## config.mk

```make
export PLATFORM = sky130hd
export DESIGN_NAME = instr_realign_pipe
export DESIGN_NICKNAME = d
export VERILOG_FILES = /design/src/rtl/instr_realign_pipe.sv
export SDC_FILE = /design/constraint.sdc
export NUM_CORES = 1
export LEC_CHECK = 0
export CORE_ASPECT_RATIO = 1.4
export CORE_MARGIN = 1
export CORE_UTILIZATION = 30
export DETAILED_ROUTE_END_ITERATION = 10
export MAX_ROUTING_LAYER = met4
export PLACE_DENSITY_LB_ADDON = 0.08
export SLEW_MARGIN = 20
export SYNTH_ARGS = -nofsm -noshare
export SYNTH_HDL_FRONTEND = slang
export SYNTH_SLANG_ARGS = --single-unit
```

## constraint.sdc

```tcl
create_clock -name clk_i -period 10.1 [get_ports clk_i]
set_clock_uncertainty 0.05 [all_clocks]
set_input_delay 2.02 -clock clk_i [delete_from_list [all_inputs] [get_ports clk_i]]
set_output_delay 2.02 -clock clk_i [all_outputs]
set_load 0.02 [all_outputs]
```

## src/rtl/instr_realign_pipe.sv

```systemverilog
// Instruction re-aligner: splits fetch blocks into RVC/RVI instructions and
// carries a straddling 32-bit lower half into the next block.
module instr_realign_pipe #(
  parameter int FETCH_WIDTH = 32,
  parameter int VLEN        = 39,
  parameter int NPAR        = FETCH_WIDTH / 16,
  parameter int OFF         = $clog2(FETCH_WIDTH / 8)
) (
  input  logic                   clk_i,
  input  logic                   rst_i,
  input  logic                   flush_i,
  input  logic                   valid_i,
  output logic                   ready_o,
  input  logic [VLEN-1:0]        address_i,
  input  logic [FETCH_WIDTH-1:0] data_i,
  output logic [NPAR-1:0]        valid_o,
  output logic [NPAR*VLEN-1:0]   addr_o,
  output logic [NPAR*32-1:0]     instr_o,
  input  logic                   out_ready_i,
  output logic                   serving_unaligned_o
);

  localparam int PW = OFF - 1;
  localparam int SW = (NPAR > 1) ? $clog2(NPAR) : 1;

  logic [15:0]     par [NPAR];
  logic [PW-1:0]   start;
  logic [NPAR-1:0] slot_valid;
  logic [31:0]     slot_instr [NPAR];
  logic [VLEN-1:0] slot_addr [NPAR];
  logic [SW-1:0]   k;
  int              nxt;

  logic            unaligned_q, unaligned_d;
  logic [15:0]     unaligned_instr_q, unaligned_instr_d;
  logic [VLEN-1:0] unaligned_address_q, unaligned_address_d;

  logic [NPAR-1:0] valid_q;
  logic [31:0]     instr_q [NPAR];
  logic [VLEN-1:0] addr_q [NPAR];

  logic accept;
  logic unused_addr_lsb;

  assign unused_addr_lsb = address_i[0];
  assign start           = address_i[OFF-1:1];

  always_comb begin
    for (int p = 0; p < NPAR; p++) begin
      par[p] = data_i[16*p +: 16];
    end
  end

  // Scan parcels from the start offset; nxt is the next parcel that begins
  // an instruction, k the next free output slot.
  always_comb begin
    slot_valid = '0;
    for (int i = 0; i < NPAR; i++) begin
      slot_instr[i] = '0;
      slot_addr[i]  = '0;
    end
    unaligned_d         = 1'b0;
    unaligned_instr_d   = unaligned_instr_q;
    unaligned_address_d = unaligned_address_q;
    k   = '0;
    nxt = int'(start);

    if (unaligned_q && start == '0) begin
      slot_valid[0] = 1'b1;
      slot_instr[0] = {par[0], unaligned_instr_q};
      slot_addr[0]  = unaligned_address_q;
      k   = SW'(1);
      nxt = 1;
    end

    for (int p = 0; p < NPAR; p++) begin
      if (p == nxt) begin
        if (par[p][1:0] != 2'b11) begin
          slot_valid[k] = 1'b1;
          slot_instr[k] = {16'h0, par[p]};
          slot_addr[k]  = {address_i[VLEN-1:OFF], PW'(p), 1'b0};
          k   = k + SW'(1);
          nxt = p + 1;
        end else if (p < NPAR - 1) begin
          slot_valid[k] = 1'b1;
          slot_instr[k] = {par[(p+1) % NPAR], par[p]};
          slot_addr[k]  = {address_i[VLEN-1:OFF], PW'(p), 1'b0};
          k   = k + SW'(1);
          nxt = p + 2;
        end else begin
          unaligned_d         = 1'b1;
          unaligned_instr_d   = par[p];
          unaligned_address_d = {address_i[VLEN-1:OFF], PW'(p), 1'b0};
        end
      end
    end
  end

  assign ready_o = flush_i || !(|valid_q) || out_ready_i;
  assign accept  = valid_i && ready_o && !flush_i;

  always_ff @(posedge clk_i) begin
    if (rst_i) begin
      valid_q             <= '0;
      unaligned_q         <= 1'b0;
      unaligned_instr_q   <= '0;
      unaligned_address_q <= '0;
      for (int i = 0; i < NPAR; i++) begin
        instr_q[i] <= '0;
        addr_q[i]  <= '0;
      end
    end else if (flush_i) begin
      valid_q     <= '0;
      unaligned_q <= 1'b0;
      for (int i = 0; i < NPAR; i++) begin
        instr_q[i] <= '0;
        addr_q[i]  <= '0;
      end
    end else begin
      if (|valid_q && out_ready_i) begin
        valid_q <= '0;
        for (int i = 0; i < NPAR; i++) begin
          instr_q[i] <= '0;
          addr_q[i]  <= '0;
        end
      end
      // A new bundle overrides the consume-clear above in the same edge.
      if (accept) begin
        unaligned_q         <= unaligned_d;
        unaligned_instr_q   <= unaligned_instr_d;
        unaligned_address_q <= unaligned_address_d;
        if (|slot_valid) begin
          valid_q <= slot_valid;
          for (int i = 0; i < NPAR; i++) begin
            instr_q[i] <= slot_instr[i];
            addr_q[i]  <= slot_addr[i];
          end
        end
      end
    end
  end

  always_comb begin
    for (int i = 0; i < NPAR; i++) begin
      instr_o[32*i +: 32]    = instr_q[i];
      addr_o[VLEN*i +: VLEN] = addr_q[i];
    end
  end

  assign valid_o             = valid_q;
  assign serving_unaligned_o = unaligned_q;

endmodule

```

After elaboration in Yosys (flattened, before gate mapping)
Memories as Yosys holds them, arrays and structs flattened.
Index checks and enable logic that the tools add are counted.
{"block": "totals", "regBits": 57, "latch_bits": 0, "mem_bits_rw": 142, "romBits": 0, "inputBits": 76, "n_memories": 2}
{"name": "addr_q", "words": 2, "width": 39, "read_ports": 2, "rd_ports_with_merged_regs": 0, "wr": 2, "line_no": "40", "source": "logic [VLEN-1:0] addr_q [NPAR];"}
{"name": "instr_q", "words": 2, "width": 32, "read_ports": 2, "rd_ports_with_merged_regs": 0, "wr": 2, "line_no": "39", "source": "logic [31:0] instr_q [NPAR];"}
{"block": "op_classes", "addsub": 1, "multipliers": 0, "div": 0, "magnitude_cmp": 8, "n_eq_ne": 3, "n_shift": 0, "muxes": 65, "bitwise_logic": 19, "reduce_logical": 17}
{"cell": "39-bit 2-to-1 mux", "n": 9}
{"cell": "32-bit 2-to-1 mux", "n": 10}
{"cell": "64-bit 2-to-1 mux", "n": 4}
{"cell": "78-bit 2-to-1 mux", "n": 3}
{"cell": "64-bit bitwise mux", "n": 3}
{"cell": "78-bit bitwise mux", "n": 2}
{"cell": "39-bit demux with 1-bit select", "n": 2}
{"cell": "32-bit demux with 1-bit select", "n": 2}
{"cell": "2-bit by 32-bit equality test with 1-bit output, first input constant", "n": 1}
{"cell": "32-bit logical NOT", "n": 1}
{"cell": "1-bit 2-to-1 mux", "n": 21}
{"cell": "2-bit 2-to-1 mux", "n": 7}
{"cell": "1-bit OR", "n": 12}
{"cell": "1-bit logical AND", "n": 8}
{"cell": "2-bit OR reduction", "n": 3}
{"cell": "2-bit greater-or-equal comparator, second input constant", "n": 2}
{"cell": "1-bit by 2-bit < comparator with 1-bit output, second input constant", "n": 2}
{"cell": "2-bit by 1-bit < comparator with 1-bit output, second input constant", "n": 2}
{"cell": "2-bit != test, second input constant", "n": 2}
{"cell": "1-bit inverter with 2-bit output", "n": 2}
{"cell": "4-bit AND reduction", "n": 1}
{"cell": "1-bit inverter", "n": 3}
{"cell": "1-bit demux with 1-bit select", "n": 2}
{"cell": "1-bit greater-or-equal comparator, second input constant", "n": 2}
{"cell": "5 further kinds", "n": 7}

Longest topological paths before layout
Gate-level depths: netlist of run 1.
{"block": "depth", "ltp_word": 19, "depth_mapped": 6, "mapped_depth_nobuf": 3}

Least setup slack after synthesis of run 1
Ideal clock, no wire load.
{"block": "synth_timing", "kind": "input to register", "start": "input out_ready_i", "end": "memory addr_q[0][10], enable pin", "t_arrival_ns": 5.493, "setup_slack_ns": 3.013, "stages": 3, "path_cell_list": "o21bai_2 -> nand3_1 -> nand3_1"}
{"item": "from (decl)", "line_no": "19", "source": "input logic out_ready_i,"}
{"item": "to (decl)", "line_no": "40"}

Worst setup path after layout of run 1
{"block": "layout_timing", "start": "input out_ready_i", "end": "output ready_o"}
{"block": "layout_via", "elab_chain_cells": 1}
{"item": "1-bit logical OR", "line_no": "99", "source": "assign ready_o = flush_i || !(|valid_q) || out_ready_i;"}
{"item": "to (decl)", "line_no": "13", "source": "output logic ready_o,"}
Every way passes these cells.

==> results of run 1 <==
[kinds of logic after synthesis]
logic type | synth area share
and+or+nand+nor | 0.193
DFF | 0.612
buffers and inverters | 0.0556
AOI/OAI and AO/OA | 0.0645
muxes | 0.0745
other | 0.000429
[power groups by stage]
stage	Combinational [mW]	Sequential [mW]	Clock [mW]
final	0.258	0.920	0.726
after global routing	0.276	0.925	0.779
after CTS	0.263	0.921	0.751
after detailed placement	0.262	0.939	0
after global placement	0.262	0.938	0
after floorplan	0.0772	0.994	0
[sequential cells by signal (all words and copies together), names as in the netlist]
register,count
addr_q,76
instr_q,64
unaligned_address_q,38
unaligned_instr_q,16
valid_o,2
serving_unaligned_o,1
[metal layers]
metal | wire length (um) | part of all wire | global-route usage
met1 | 10100 | 0.46 | 0.195
met2 | 10400 | 0.47 | 0.250
met3 | 1300 | 0.059 | 0.0471
met4 | 295 | 0.013 | 0.0472
met5 | 0 | 0 | -
[cells in the final DEF, fill, tap and decap left out, types with 2 or more instances in the layout]
cell	synthesis	routed
nand3_1	4	2
clkbuf_16	0	17
bufinv_16	0	4
clkdlybuf4s50_1	0	217
a211oi_1	4	4
nor2b_1	4	3
a21oi_1	42	42
nand3_4	0	2
clkinv_2	0	4
nor2_1	31	31
mux2i_1	65	65
nor3b_1	2	2
a22oi_1	14	14
edfxtp_1	140	140
conb_1	1	18
clkinv_4	0	3
a2bb2oi_1	14	14
dfxtp_1	57	56
buf_4	8	9
nand2b_1	104	103
inv_1	53	53
o21ba_1	3	3
clkinv_1	0	2
nor3_2	49	49
nand2_1	76	76
nor3_1	4	4
or2_2	2	2
[area by class of cell]
type,instances,area (sq um),area share
clock buffer,18,429,0.0361
clock inverter,14,183,0.0154
inverter,53,199,0.0167
multi-input combinational,450,3020,0.254
sequential,197,5350,0.450
tap,375,469,0.0395
timing repair buffer,227,2240,0.189
[critical path, cell delays in order]
cell and delay, ps:
clkdlybuf4s50_1 450, o21bai_2 310, or2_2 320, clkdlybuf4s50_1 570
[cell usage after synthesis, drive strengths merged]
cell type / n
a21boi: 2
mux2i: 65
a211oi: 4
o21ai: 1
nor2: 31
nor3b: 2
nand2: 76
nand2b: 104
nor3: 53
o21ba: 3
o21a: 1
or3: 1
dfxtp: 57
and3b: 1
a2bb2oi: 14
nand3b: 1
conb: 1
nor2b: 4
edfxtp: 140
o2111a: 1
clkbuf: 26
and2b: 1
a311oi: 1
or2: 2
buf: 27
nand4: 1
inv: 53
o21bai: 1
a22oi: 14
nand3: 4
and2: 1
nand4b: 1
a21oi: 42
[metrics by stage]
step,power [mW],area (sq um),util,cells,hold slack (ps)
after floorplan,1.07,8800,-,753,398
after global placement,1.20,11300,0.396,1302,406
after detailed placement,1.20,11300,0.396,1302,412
after CTS,1.94,11900,0.417,1334,427
after global routing,1.98,11900,0.417,1334,442
final,1.90,11900,0.417,1334,424
[worst paths after layout]
| check | startpoint | slack, ps | cells after the start | end |
|---|---|---|---|---|
| min reg2reg | unaligned_address_q[8] | 420 | 2 | unaligned_address_q[8] |
| max reg2reg | serving_unaligned_o | 7310 | 4 | addr_q[0][77] |
| max | out_ready_i | 4360 | 4 | ready_o |
| min | unaligned_address_q[8] | 420 | 2 | unaligned_address_q[8] |
==> qor.yml, run 1 <==
yosys:
  synthTopCellsByArea: "edfxtp_1, dfxtp_1, mux2i_1, nand2b_1, nor3_2"
  yosys.area.top_type_share: 0.481
  syn_avg_cell_area_sq_um: 11.9
  synth-seq-cells: 197
  synth_area_sq_um: 8730
  yosysTopAreaCell: "edfxtp_1"
  ys_seq_area_frac: 0.612
  synthCells: 736
  yosysUniqueCellTypes: 38
  yosys_warnings: 0
placed_design:
  port_buffers: 218
  post-dp-hpwl_mm: 13.5
  gp_congestion: 0.718
  place_ws_ps: 4380
worst_setup_path:
  cp.required_ps: 8030
  crit_path_start_kind: "primary input"
  cp-end-kind: "output pin"
  worstPathArrival_ps: 3670
  crit_type: "in -> out"
  path_max_fanout: 8
clocking:
  ctsHoldBuffers: 0
  cts_made_buffers: 17
  cts.sinks: 197
  clk_pin_slew_ps: 70
  ctsResizeCount: 0
  clk-insertion-delay-late_ps: 440
  cts_htree_levels: 4
  cts_tree: "yes"
  cts_root_buffer: "clkbuf_16"
  cts_buffer_depth: 2
  cts_setup_buffers: 0
global_route:
  grt_max_degree: 108
  gr-usage-all-layers: 0.158
  grt_overflow: 0
  grt_pass1_wl_mm: 34.8
  grt_antenna_before_repair: 0
  grt_pass1_vias: 5888
power_and_ir_drop:
  p_int_mw: 1.44
  p_leak_nw: 4.36
  p_sw_frac: 0.245
  peakVddDrop_v: 0.000115
  comb_power_share: 0.135
  seqPwrFrac: 0.483
  p_switching_mw: 0.467
  clkPwrFrac: 0.381
  powerDensity_nw_per_um2: 160
routing:
  antenna_left: 0
  routed_via_density: 4.45
  drcViolationCount: 0
  drt-wirelength-per-cell_um: 16.6
  dr_total_vias: 5940
  drt-total-wl_mm: 22.1
  drt-pass1-iter-count: 4
  drtIter0Drc: 294
sta:
  max_freq_ghz: 0.174
  relSlewSlack: 0.296
  setup_slack_ps: 4360
  tns_ps: 0
  rsz0062_at_grt: "no"
  finalHoldViolCount: 0
  fin_crit_sh: 0.568
  worstMarginPinSlew_ps: 1060
  setup_violations: 0
  period_needed_ps: 5740
  drv_slew: 0
status:
  status: "complete, no violations"
flow_run:
  cap_violations: 0
cells_and_area:
  n_antenna_cell: 0
  nFillCells: 2767
  drive_above_1_share: 0.103
  final_net_count: 1022
  area_growth_pct: 36.1
die:
  num_io_pins: 222
  chipWidth_um: 146
  start_util: 0.307
  coreArea_sq_um: 28500
  row_count: 73
  die_y_um: 204
  die_area_sq_um: 29800
worst_hold_path:
  hold_class: "reg -> reg"
Power figures use the tool's default switching activity.
==> run 2: changes to the inputs <==
==> constraint.sdc (replaced) <==
create_clock -name clk_i -period 4.86 [get_ports clk_i]
set_clock_uncertainty 0.05 [all_clocks]
set_input_delay 0.972 -clock clk_i [delete_from_list [all_inputs] [get_ports clk_i]]
set_output_delay 0.972 -clock clk_i [all_outputs]
set_load 0.02 [all_outputs]
==> run 2 against run 1 <==
Net effect: utilization rose by 0.33 points; die area did not move; first-iteration DRC count fell by 15%; total power rose by 110%; combinational power rose by 110%; sequential share of layout area fell by 0.35 points; final cell count rose by 0.22%; global-route usage rose by 0.060 points; clock power rose by 120%; sequential cell count did not move.
==> qor.yml, run 2 (synthesis gave the netlist of run 1 again) <==
cells_and_area:
  final_net_count: 1025  # +0.29%
  largest_reg_flops: 76  # unchanged
  nFillCells: 2797  # +1.1%
  area_growth_pct: 37.2
  drive_above_1_share: 0.107  # +0.00384
  n_antenna_cell: 0  # unchanged
  reg_top3: "addr_q x76, instr_q x64, unaligned_address_q x38"
  layout_commonest_cell: "clkdlybuf4s50_1"
  regMostFlops: "addr_q"
  mostFrequentLayoutCells: "clkdlybuf4s50_1, edfxtp_1, nand2b_1"
die:
  die_y_um: 204  # unchanged
  chipWidth_um: 146  # unchanged
  num_io_pins: 222  # unchanged
  coreArea_sq_um: 28500  # unchanged
  row_count: 73  # unchanged
  start_util: 0.307  # unchanged
  die_area_sq_um: 29800  # unchanged
clocking:
  cts_htree_levels: 4  # unchanged
  cts_buffer_depth: 2  # unchanged
  cts_tree: "yes"
  cts_root_buffer: "clkbuf_16"
  clk_pin_slew_ps: 70  # about the same
  cts.sinks: 197  # unchanged
  ctsResizeCount: 0  # unchanged
  clk-insertion-delay-late_ps: 450  # about the same
  cts_setup_buffers: 0  # unchanged
  ctsHoldBuffers: 0  # unchanged
  cts_made_buffers: 17  # unchanged
placed_design:
  place_ws_ps: 1200  # -3180 ps
  gp_congestion: 0.710  # -1.1%
  port_buffers: 218  # unchanged
  post-dp-hpwl_mm: 13.8  # +2.8%
sta:
  setup_violations: 0  # unchanged
  drv_slew: 0  # unchanged
  finalHoldViolCount: 0  # unchanged
  fin_crit_sh: 0.755
  period_needed_ps: 3670
  rsz0062_at_grt: "no"
  hold_slack_ps: 423  # -0.437 ps
  worstMarginPinSlew_ps: 1030  # -27.5 ps
  setup_slack_ps: 1190  # -3170 ps
  tns_ps: 0  # unchanged
  relSlewSlack: 0.315  # +0.0184
  max_freq_ghz: 0.273
routing:
  drtIter0Drc: 250  # -15%
  drt-pass1-iter-count: 4  # unchanged
  drt-wirelength-per-cell_um: 16.7  # +0.56%
  antenna_left: 0  # unchanged
  dr_total_vias: 5954  # +0.24%
  routed_via_density: 4.45  # about the same
  drt-total-wl_mm: 22.3  # +0.79%
  drcViolationCount: 0  # unchanged
power_and_ir_drop:
  comb_power_share: 0.133  # -0.002
  p_sw_frac: 0.239  # -0.00563
  p_leak_nw: 4.41  # +1.0%
  p_int_mw: 3.09  # +120%
  clkPwrFrac: 0.397  # +0.016
  powerDensity_nw_per_um2: 339  # +110%
  seqPwrFrac: 0.471  # -0.012
  p_switching_mw: 0.974  # +110%
  peakVddDrop_v: 0.000253  # +120%
global_route:
  gr-usage-all-layers: 0.159  # +0.000598
  grt_pass1_vias: 5910  # +0.37%
  grt_max_degree: 107  # -0.93%
  grt_antenna_before_repair: 0  # unchanged
  grt_pass1_wl_mm: 34.5  # -0.70%
  grt_overflow: 0  # unchanged
worst_setup_path:
  worstReg2RegStart: "serving_unaligned_o"
  crit_path_start_kind: "primary input"
  crit_type: "in -> out"
  r2r_slack_ps: 2290  # -5020 ps
  reg2regPathDepth: 4  # unchanged
  worstPathArrival_ps: 2650  # -1020 ps
  path_max_fanout: 8  # unchanged
  cp.required_ps: 3840  # -4190 ps
  worst_r2r_endpoint: "addr_q[0][5]"
  cp-end-kind: "output pin"
worst_hold_path:
  hold_end: "unaligned_instr_q[0]"
  whs_path_depth: 1  # -1
  min_from: "unaligned_instr_q[0]"
  hold_class: "reg -> reg"
flow_run:
  cap_violations: 0  # unchanged
status:
  status: "complete, no violations"
[run 2: cell count changes in the layout (fill, tap and decap cells not counted), sizes merged]
cell | previous run | this run
clkinvlp | 0 | 1
inv | 54 | 55
buf | 10 | 13
clkinv | 9 | 6
bufinv | 4 | 6
clkbuf | 18 | 17
[run 2: cell type report]
cell class | count | area (sq um) | area share
Clock buffer | 17 | 425 | 0.0355
Clock inverter | 15 | 233 | 0.0194
Inverter | 53 | 199 | 0.0166
Multi-Input combinational cell | 450 | 3020 | 0.252
Sequential cell | 197 | 5350 | 0.446
Tap cell | 375 | 469 | 0.0392
Timing Repair Buffer | 230 | 2290 | 0.191
[run 2: how the worst max path moves through the flow]
stage                 from            end  depth (start not counted)
3_3_place_gp   out_ready_i        ready_o                          4
5_1_grt        out_ready_i        ready_o                          4
2_1_floorplan  out_ready_i  addr_q[0][10]                          3
6_report       out_ready_i        ready_o                          4
4_1_cts        out_ready_i        ready_o                          4
3_5_place_dp   out_ready_i        ready_o                          4
[run 2: worst max-delay path, cell delays in order]
cell and delay, ps:
clkdlybuf4s50_1 460, o21bai_2 320, or2_2 320, clkdlybuf4s50_1 570
[run 2: power groups by stage]
stage / Sequential, mW / Combinational [mW] / Clock, mW
after floorplan: 2.06 / 0.161 / 0
after global placement: 1.95 / 0.551 / 0
after detailed placement: 1.95 / 0.549 / 0
after CTS: 1.91 / 0.551 / 1.67
after global routing: 1.92 / 0.578 / 1.72
final: 1.91 / 0.540 / 1.61
[run 2: routing by layer]
metal | up-vias | global-route usage | share of wire
li1 | 2929 | - | -
met1 | 2855 | 0.187 | 0.44
met2 | 148 | 0.253 | 0.48
met3 | 22 | 0.0520 | 0.063
met4 | 0 | 0.0569 | 0.015
met5 | - | - | 0
[run 2: metrics by stage]
step | power (mW) | cells | utilization | instance area [sq um]
finish | 4.07 | 1337 | 0.420 | 12000
global route | 4.22 | 1337 | 0.420 | 12000
CTS | 4.13 | 1337 | 0.420 | 12000
detailed placement | 2.50 | 1305 | 0.397 | 11300
global placement | 2.50 | 1305 | 0.397 | 11300
floorplan | 2.22 | 753 | - | 8800
